===== config.mk =====
export PLATFORM = sky130hd
export DESIGN_NAME = booth_app_mult
export DESIGN_NICKNAME = d
export VERILOG_FILES = /design/src/rtl/booth_app_mult_pkg.sv /design/src/rtl/booth_r4_encoder.sv /design/src/rtl/booth_app_mult.sv
export SDC_FILE = /design/constraint.sdc
export NUM_CORES = 1
export LEC_CHECK = 0
export ABC_AREA = 1
export CAP_MARGIN = 15
export CORE_UTILIZATION = 40
export CTS_CLUSTER_DIAMETER = 150
export DETAILED_ROUTE_END_ITERATION = 6
export GPL_TIMING_DRIVEN = 0
export PLACE_DENSITY = 0.71
export SYNTH_ARGS = -nofsm -noshare
export SYNTH_HDL_FRONTEND = slang
export SYNTH_SLANG_ARGS = --single-unit

===== constraint.sdc =====
create_clock -name clk -period 5.4 [get_ports clk]
set_clock_uncertainty 0.15 [all_clocks]
set_input_delay 0.54 -clock clk [delete_from_list [all_inputs] [get_ports clk]]
set_output_delay 0.54 -clock clk [all_outputs]
set_load 0.1 [all_outputs]

===== src/rtl/booth_app_mult_pkg.sv =====
// Purpose : shared types and helpers for the approximate radix-4 Booth multiplier.
// Contents: Booth digit control encoding, named digit constants, truncation mask helper.
// Users   : booth_r4_encoder (digit decode) and booth_app_mult (pp generation).
package booth_app_mult_pkg;

    // Control word for one Booth digit. Magnitude is selected by one/two
    // (mutually exclusive), neg requests two's-complement negation of that
    // magnitude. A zero digit never sets neg, so no stray +1 is injected.
    typedef struct packed {
        logic neg;
        logic one;
        logic two;
    } booth_ctl_t;

    localparam booth_ctl_t BOOTH_ZERO = '{neg: 1'b0, one: 1'b0, two: 1'b0};
    localparam booth_ctl_t BOOTH_POS1 = '{neg: 1'b0, one: 1'b1, two: 1'b0};
    localparam booth_ctl_t BOOTH_POS2 = '{neg: 1'b0, one: 1'b0, two: 1'b1};
    localparam booth_ctl_t BOOTH_NEG1 = '{neg: 1'b1, one: 1'b1, two: 1'b0};
    localparam booth_ctl_t BOOTH_NEG2 = '{neg: 1'b1, one: 1'b0, two: 1'b1};

    // Upper bound on product width supported by the mask helper.
    localparam int MAX_PROD_W = 128;

    // Keep-mask for a partial product: ones in every column at or above
    // 'trunc', zeros in the discarded low columns. Callers cast the result
    // down to their own product width.
    function automatic logic [MAX_PROD_W-1:0] trunc_mask(input int trunc);
        logic [MAX_PROD_W-1:0] m;
        m = '1;
        if (trunc >= MAX_PROD_W) begin
            m = '0;
        end else if (trunc > 0) begin
            m = m << trunc;
        end
        return m;
    endfunction

endpackage


===== src/rtl/booth_r4_encoder.sv =====
// Purpose : radix-4 Booth recoder for one multiplier triplet (b[2i+1], b[2i], b[2i-1]).
// Ports   : triplet in (3 bits), ctl out ({neg, one, two} digit controls).
// Timing  : purely combinational, no state and no flow control.
module booth_r4_encoder
    import booth_app_mult_pkg::*;
(
    input  logic [2:0] triplet,
    output booth_ctl_t ctl
);

    always_comb begin
        ctl = BOOTH_ZERO;
        case (triplet)
            3'b000:  ctl = BOOTH_ZERO;
            3'b001:  ctl = BOOTH_POS1;
            3'b010:  ctl = BOOTH_POS1;
            3'b011:  ctl = BOOTH_POS2;
            3'b100:  ctl = BOOTH_NEG2;
            3'b101:  ctl = BOOTH_NEG1;
            3'b110:  ctl = BOOTH_NEG1;
            3'b111:  ctl = BOOTH_ZERO;
            default: ctl = BOOTH_ZERO;
        endcase
    end

endmodule


===== src/rtl/booth_app_mult.sv =====
// Purpose : signed radix-4 Booth multiplier, low TRUNC columns of every partial product dropped.
// Ports   : clk, rst_n (sync, active-low), in_valid/input_A/input_B in; out_valid/C out.
// Timing  : one-cycle latency, one result per cycle, never stalls (no backpressure).
module booth_app_mult
    import booth_app_mult_pkg::*;
#(
    parameter int WIDTH = 8,
    parameter int TRUNC = WIDTH / 2
) (
    input  logic                 clk,
    input  logic                 rst_n,
    input  logic                 in_valid,
    input  logic [WIDTH-1:0]     input_A,
    input  logic [WIDTH-1:0]     input_B,
    output logic                 out_valid,
    output logic [2*WIDTH-1:0]   C
);

    localparam int PW  = 2 * WIDTH;   // product width
    localparam int NPP = WIDTH / 2;   // number of Booth digits / partial products

    // Columns that survive truncation. TRUNC=0 keeps everything (exact),
    // TRUNC=2*WIDTH keeps nothing.
    localparam logic [PW-1:0] KEEP_MASK = PW'(trunc_mask(TRUNC));

    generate
        if ((WIDTH < 4) || ((WIDTH % 2) != 0) || (TRUNC < 0) || (TRUNC > 2 * WIDTH)
            || (PW > MAX_PROD_W)) begin : g_bad_param
            $error("booth_app_mult: illegal WIDTH/TRUNC combination");
        end
    endgenerate

    // Multiplier with the implicit b[-1]=0 appended below the LSB, so triplet
    // i is simply b_ext[2i+2 : 2i].
    logic [WIDTH:0] b_ext;
    assign b_ext = {input_B, 1'b0};

    // Multiplicand sign-extended to the full product width. Doubling it in
    // PW bits cannot overflow, which is what lets -2 * (most negative A) work.
    logic [PW-1:0] a_ext;
    assign a_ext = {{WIDTH{input_A[WIDTH-1]}}, input_A};

    booth_ctl_t     ctl      [NPP];
    logic [PW-1:0]  pp_trunc [NPP];

    generate
        for (genvar g = 0; g < NPP; g++) begin : g_pp
            logic [PW-1:0] mag;
            logic [PW-1:0] pp_signed;

            booth_r4_encoder u_enc (
                .triplet (b_ext[2*g+2 : 2*g]),
                .ctl     (ctl[g])
            );

            always_comb begin
                mag = '0;
                if (ctl[g].two) begin
                    mag = a_ext << 1;
                end else if (ctl[g].one) begin
                    mag = a_ext;
                end
                // Full invert-plus-one negation happens before truncation, so
                // the +1 of a negated pp is discarded whenever it lands in a
                // dropped column; this yields a true floor of each pp.
                pp_signed = ctl[g].neg ? (~mag + PW'(1)) : mag;
            end

            // Weight by 4^g, then clear the discarded low columns.
            assign pp_trunc[g] = (pp_signed << (2 * g)) & KEEP_MASK;
        end
    endgenerate

    // Accumulate all truncated partial products modulo 2^PW.
    logic [PW-1:0] pp_sum;

    always_comb begin
        pp_sum = '0;
        for (int i = 0; i < NPP; i++) begin
            pp_sum = pp_sum + pp_trunc[i];
        end
    end

    // Single output register. C only updates on an accepted operand pair so
    // it holds the last result while out_valid is low.
    always_ff @(posedge clk) begin
        if (!rst_n) begin
            C         <= '0;
            out_valid <= 1'b0;
        end else if (in_valid) begin
            C         <= pp_sum;
            out_valid <= 1'b1;
        end else begin
            out_valid <= 1'b0;
        end
    end

endmodule


### Word-level counts from Yosys, hierarchy flattened

Memory sizes are Yosys's and may differ from the RTL's.
Cells that the tools add are included.

| operators by class | value |
|---|---|
| muxes and demuxes | 13 |
| add/sub/neg operators | 7 |
| bitwise logic cells | 4 |

Operators by type and width:

| kind | number |
|---|---|
| 16-bit adder | 3 |
| 16-bit 2-to-1 mux | 3 |
| 14-bit 2-to-1 mux | 3 |
| 12-bit 2-to-1 mux | 3 |
| 10-bit 2-to-1 mux | 3 |
| 16-bit by 1-bit adder with 16-bit output (second input constant) | 1 |
| 16-bit inverter | 1 |
| 14-bit by 1-bit adder with 14-bit output (second input constant) | 1 |
| 14-bit inverter | 1 |
| 12-bit by 1-bit adder with 12-bit output (second input constant) | 1 |
| 12-bit inverter | 1 |
| 10-bit by 1-bit adder with 10-bit output (second input constant) | 1 |
| 10-bit inverter | 1 |
| 1-bit 2-to-1 mux | 1 |

| storage, ports and cells | value |
|---|---|
| input port bits | 19 |
| register bits after elaboration | 17 |
| logic and storage cells | 30 |
| memories | 4 |
| output and inout bits | 17 |
| bits in read-only memories | 96 |

Memory list:

| memory | words | width | rd ports | clocked after memory_dff | wr ports | RTL line | text |
|---|---|---|---|---|---|---|---|
| (name not given) | 8 | 3 | 1 | 0 | 0 | booth_r4_encoder.sv:13 | `case (triplet)` |
| (name not given) | 8 | 3 | 1 | 0 | 0 | booth_r4_encoder.sv:13 |  |
| (name not given) | 8 | 3 | 1 | 0 | 0 | booth_r4_encoder.sv:13 |  |
| (name not given) | 8 | 3 | 1 | 0 | 0 | booth_r4_encoder.sv:13 |  |

### Depth between registers and ports, before layout

An unclocked memory read counts as a cell.

| logic depth | value |
|---|---|
| depth in word-level cells | 9 |
| mapped depth | 33 |
| gate-level depth less buffers | 32 |

### Modules after synthesis

Synthesis repeated with hierarchy kept, for this count alone.

| second synthesis, totals | value |
|---|---|
| cell total of the unflattened synthesis | 476 |
| area, all modules | 2997.9 um2 |

By module, submodules not included:

| module | area an instance (um2) | sequential area each (um2) | instances | cells each |
|---|---|---|---|---|
| booth_app_mult | 2792.7 | 260.2 | 1 | 440 |
| booth_r4_encoder | 51.3 | 0.0 | 4 | 9 |

### Worst setup path before layout

No wires, ideal clock.

| path | value |
|---|---|
| path type | input to register |
| start | input input_B[1] |
| end | register C[14] |
| setup slack | 650 ps |
| cell stages on the path | 29 |
| arrival time | 4484 ps |
| buffers on the path | 1 |
| required time | 5134 ps |
| setup time | 116 ps |
| path through | buf_4 inv_1 ha_1 nand2_1 nand2_2 nand2_1 nand2_1 a21oi_2 inv_2 nor2_4 nand3_1 nor2_1 nor2_1 xnor2_1 fa_1 fa_1 inv_1 ha_1 a21oi_1 o21ai_0 nand2_1 nand2_1 a21oi_1 nor2_1 o21ai_0 nand2_1 xor2_1 o21ai_0 inv_1 |

| between the ends | value |
|---|---|
| cells in the longest elaborated chain, start to end | 9 |
| elaborated cells between the ends (all ways) | 15 |
| classes of those cells | add/sub (5); mux (6); bitwise (2); memory (2) |

RTL lines:

| item | RTL line | text |
|---|---|---|
| from (decl) | booth_app_mult.sv:14 | `input logic [WIDTH-1:0] input_B,` |
| memory read 8 x 3 bit | -- |  |
| 16-bit 2-to-1 mux or 14-bit 2-to-1 mux (tied branches) | booth_app_mult.sv:60 | `end else if (ctl[g].one) begin` |
| 16-bit 2-to-1 mux or 14-bit 2-to-1 mux (tied branches) | booth_app_mult.sv:58 | `if (ctl[g].two) begin` |
| 16-bit inverter or 14-bit inverter (tied branches) | booth_app_mult.sv:66 | `pp_signed = ctl[g].neg ? (~mag + PW'(1)) : mag;` |
| 16-bit by 1-bit adder with 16-bit output or 14-bit by 1-bit adder with 14-bit output (tied branches) | booth_app_mult.sv:66 |  |
| 16-bit 2-to-1 mux or 14-bit 2-to-1 mux (tied branches) | booth_app_mult.sv:66 |  |
| 16-bit adder * (3 in a row) | booth_app_mult.sv:80 | `pp_sum = pp_sum + pp_trunc[i];` |
| to (signal assigned) | booth_app_mult.sv:91 | `C <= pp_sum;` |
| to (decl) | booth_app_mult.sv:16 | `output logic [2*WIDTH-1:0] C` |

Mark *: on every way between the ends. The rest lies on a longest branch, timed or not.
A chain may end at the register's enable or synchronous reset.

### Worst setup path after layout

| path | value |
|---|---|
| start | input input_B[5] |
| end | register C[15] |

| between the ends | value |
|---|---|
| cells in the longest elaborated chain, start to end | 8 |
| elaborated cells between the ends (all ways) | 14 |
| classes of those cells | add/sub (4); mux (6); bitwise (2); memory (2) |

RTL lines:

| item | RTL line |
|---|---|
| memory read 8 x 3 bit | -- |
| 12-bit 2-to-1 mux | booth_app_mult.sv:60 |
| 12-bit 2-to-1 mux | booth_app_mult.sv:58 |
| 12-bit inverter | booth_app_mult.sv:66 |
| 12-bit by 1-bit adder with 12-bit output | booth_app_mult.sv:66 |
| 12-bit 2-to-1 mux | booth_app_mult.sv:66 |
| 16-bit adder | booth_app_mult.sv:80 |
| 16-bit adder * | booth_app_mult.sv:80 |

Marks and branches as above.

==> run summary <==
Worst setup SP type -> input pin
CTS tree -> built
ys async rst share -> 0%
worst-margin pin slew -> 0.965 ns
number of flops mapped to enable cells by yosys -> 0
kind of critical path -> in2reg
max_cap viols -> 0
Worst-Skew Late Latency -> 0.24 ns
DR iter-0 viols -> 95
top_reg_cell synth -> dfxtp_1
Yosys reg bits -> 13
ANT nets after route -> 0
top post-synthesis cells by area -> fa_1 (13%), nand2_1 (12%), inv_1 (12%)
top cells by instance count after synthesis -> nand2_1 (105), inv_1 (101), nor2_1 (49)
Leak Pwr -> 2.03 nW
Clock Path Buffers -> 2
DPL Wire Length -> 6.11 mm
Syn Inst Count -> 498
Synth Area per Inst -> 6.40 um^2
crit path DAT -> 5.12 ns
Worst Path Max Fanout -> 10
DR WL/cell -> 11.6 um
share of cells above drive strength 1 -> 18.8%
number of buffers added on ports -> 24
max incr delay on CP -> 0.53 ns
H-tree Lvls -> 1
status -> finished clean
Cell variety after synth -> 37
CP max stage cell -> clkdlybuf4s50_1
fill count -> 753
first-pass GRT wire length -> 12.9 mm
Final Max Slew Viols -> 0
cts hold-fix bufs -> 0
CTS sink count -> 13
CP required -> 5.44 ns
num ports -> 36
Rel. slew slack -> 35.5%
n_diodes -> 0
r2r setup slk -> 4.58 ns
placer congestion estimate -> 0.881
crit-path most repeated cell -> inv_1
Die H -> 91.3 um
grt met2 use -> 35.7%
Core Region -> 0.00773 mm^2
Die Area -> 0.00833 mm^2
Fmax achieved -> 0.197 GHz
Hold Startpoint -> C[4]$_SDFFE_PN0P_
Most Used Layer, Global Route -> met2
Die X -> 91.3 um
Hold Vio Cnt, Final -> 0
most common cell in the synthesized netlist -> nand2_1
# setup viols final -> 0
initial antenna violation count -> 0
post-route cell area -> 0.00372 mm^2
grt met1 use -> 21.3%
DR vias -> 3054
RSZ-0062 raised after global routing -> no
site row count -> 32
clock root cell -> clkbuf_8
number of global-route vias before repair -> 3115
HP Class -> reg2reg
DRC viols -> 0
CP Launch Point -> input_B[5]
Syn-to-layout area delta -> 16.8%
area of the mapped netlist -> 0.00319 mm^2
Reg-to-Reg Start -> C[13]$_SDFFE_PN0P_
largest net degree at the start of global routing -> 11
P per Cell Area -> 421 mW/mm^2
grt total ovfl -> 0
Clock transition at path regs -> 0.05 ns
Via-to-Cell Ratio -> 4.81
total negative slack -> 0 ns
post-synthesis sequential area ratio -> 8.17%
peak supply drop -> 0.000159 V
router iterations before antenna repair -> 4
Tmin final -> 5.08 ns
GRT Total Usage -> 18.6%
fin nets -> 592
final wirelength -> 7.34 mm
Initial Util -> 41.2%
Period Utilization, post-route -> 94.0%
DP Area -> 0.00357 mm^2
met3 usage -> 0.754%
CP endpoint kind -> flop
Yosys warning total -> 0
Yosys top cell by area -> fa_1
Synth top area share -> 13.2%
TritonCTS buffer count -> 3
power by group:
| group | switching [mW] | total, mW | leakage, nW | internal, mW |
|---|---|---|---|---|
| clock | 0.0327 | 0.0847 | 0.0228 | 0.0520 |
| sequential | 0.0161 | 0.147 | 0.108 | 0.131 |
| combinational | 0.862 | 1.33 | 1.90 | 0.472 |
| total | 0.911 | 1.57 | 2.03 | 0.655 |
registers in the layout, indices dropped and copies added, names as in the netlist:
name / cells
C: 12
out_valid: 1
logic make-up (layout without fill, tap and decap cells):
kind of cell | count (synthesis) | in the layout | share of synthesized area [%]
and+or+nand+nor | 236 | 236 | 36.4
AOI/OAI and AO/OA | 51 | 51 | 10.1
xor gates and xnor gates | 31 | 31 | 8.52
buffers and inverters | 127 | 159 | 16.5
adders and majority gates | 39 | 39 | 20.3
other | 1 | 4 | 0.118
DFF | 13 | 13 | 8.17
area by class of cell:
cell class	count	area [um^2]	share of cell area, %
plain buffers	16	111	2.99
clock buffers	4	45.0	1.21
inverters	111	422	11.3
multi-input cells	361	2490	67.0
flip-flops and latches	13	260	6.99
well taps	102	128	3.43
repair buffers	28	263	7.06
per-stage QoR:
| stage | power [mW] | setup slack [ns] | utilization, % | hold slack [ns] | cells |
|---|---|---|---|---|---|
| global placement | 1.37 | -0.387 | 46.1 | 0.333 | 627 |
| finish | 1.57 | 0.324 | 48.2 | 0.363 | 635 |
| floorplan | 1.15 | 0.650 | - | 0.488 | 501 |
| CTS | 1.48 | 0.103 | 46.8 | 0.369 | 631 |
| global route | 1.73 | 0.000996 | 48.2 | 0.398 | 635 |
| detailed placement | 1.39 | -0.471 | 46.1 | 0.353 | 627 |
critical path: cells and delay by family:
| kind | cells | cell delay [ns] |
|---|---|---|
| and+or+nand+nor | 16 | 1.72 |
| adders and majority gates | 4 | 1.48 |
| buffers and inverters | 10 | 1.15 |
| AOI/OAI and AO/OA | 2 | 0.23 |
cells in the final DEF (no fill, tap or decap), types with 8 or more instances in the layout:
cell type and instances:
o21ai_0 17, nor2_1 49, nand2_2 22, clkdlybuf4s50_1 21
buf_4 8, ha_1 14, nand3_1 24, xor2_1 23
a21oi_1 8, buf_2 8, dfxtp_1 13, inv_1 101
nand2_1 103, fa_1 21
worst paths after layout:
check	to	depth (start not counted)
min reg2reg	C[4]$_SDFFE_PN0P_	2
max reg2reg	C[13]$_SDFFE_PN0P_	4
min	C[4]$_SDFFE_PN0P_	2
max	C[15]$_SDFFE_PN0P_	32
per-layer routing:
layer  vias up  part of all wire [%]
met5         -                     0
met4         0                   2.7
met3        16                   4.1
met2        91                    51
met1      1375                    42
li1       1572                     -
timing repair:
action	in CTS	in global routing
gates cloned	0	0
gates resized for setup	3	26
endpoints found under the setup margin	3	5
buffers inserted	0	4
pin swaps	0	8
Power figures use the tool's default switching activity.
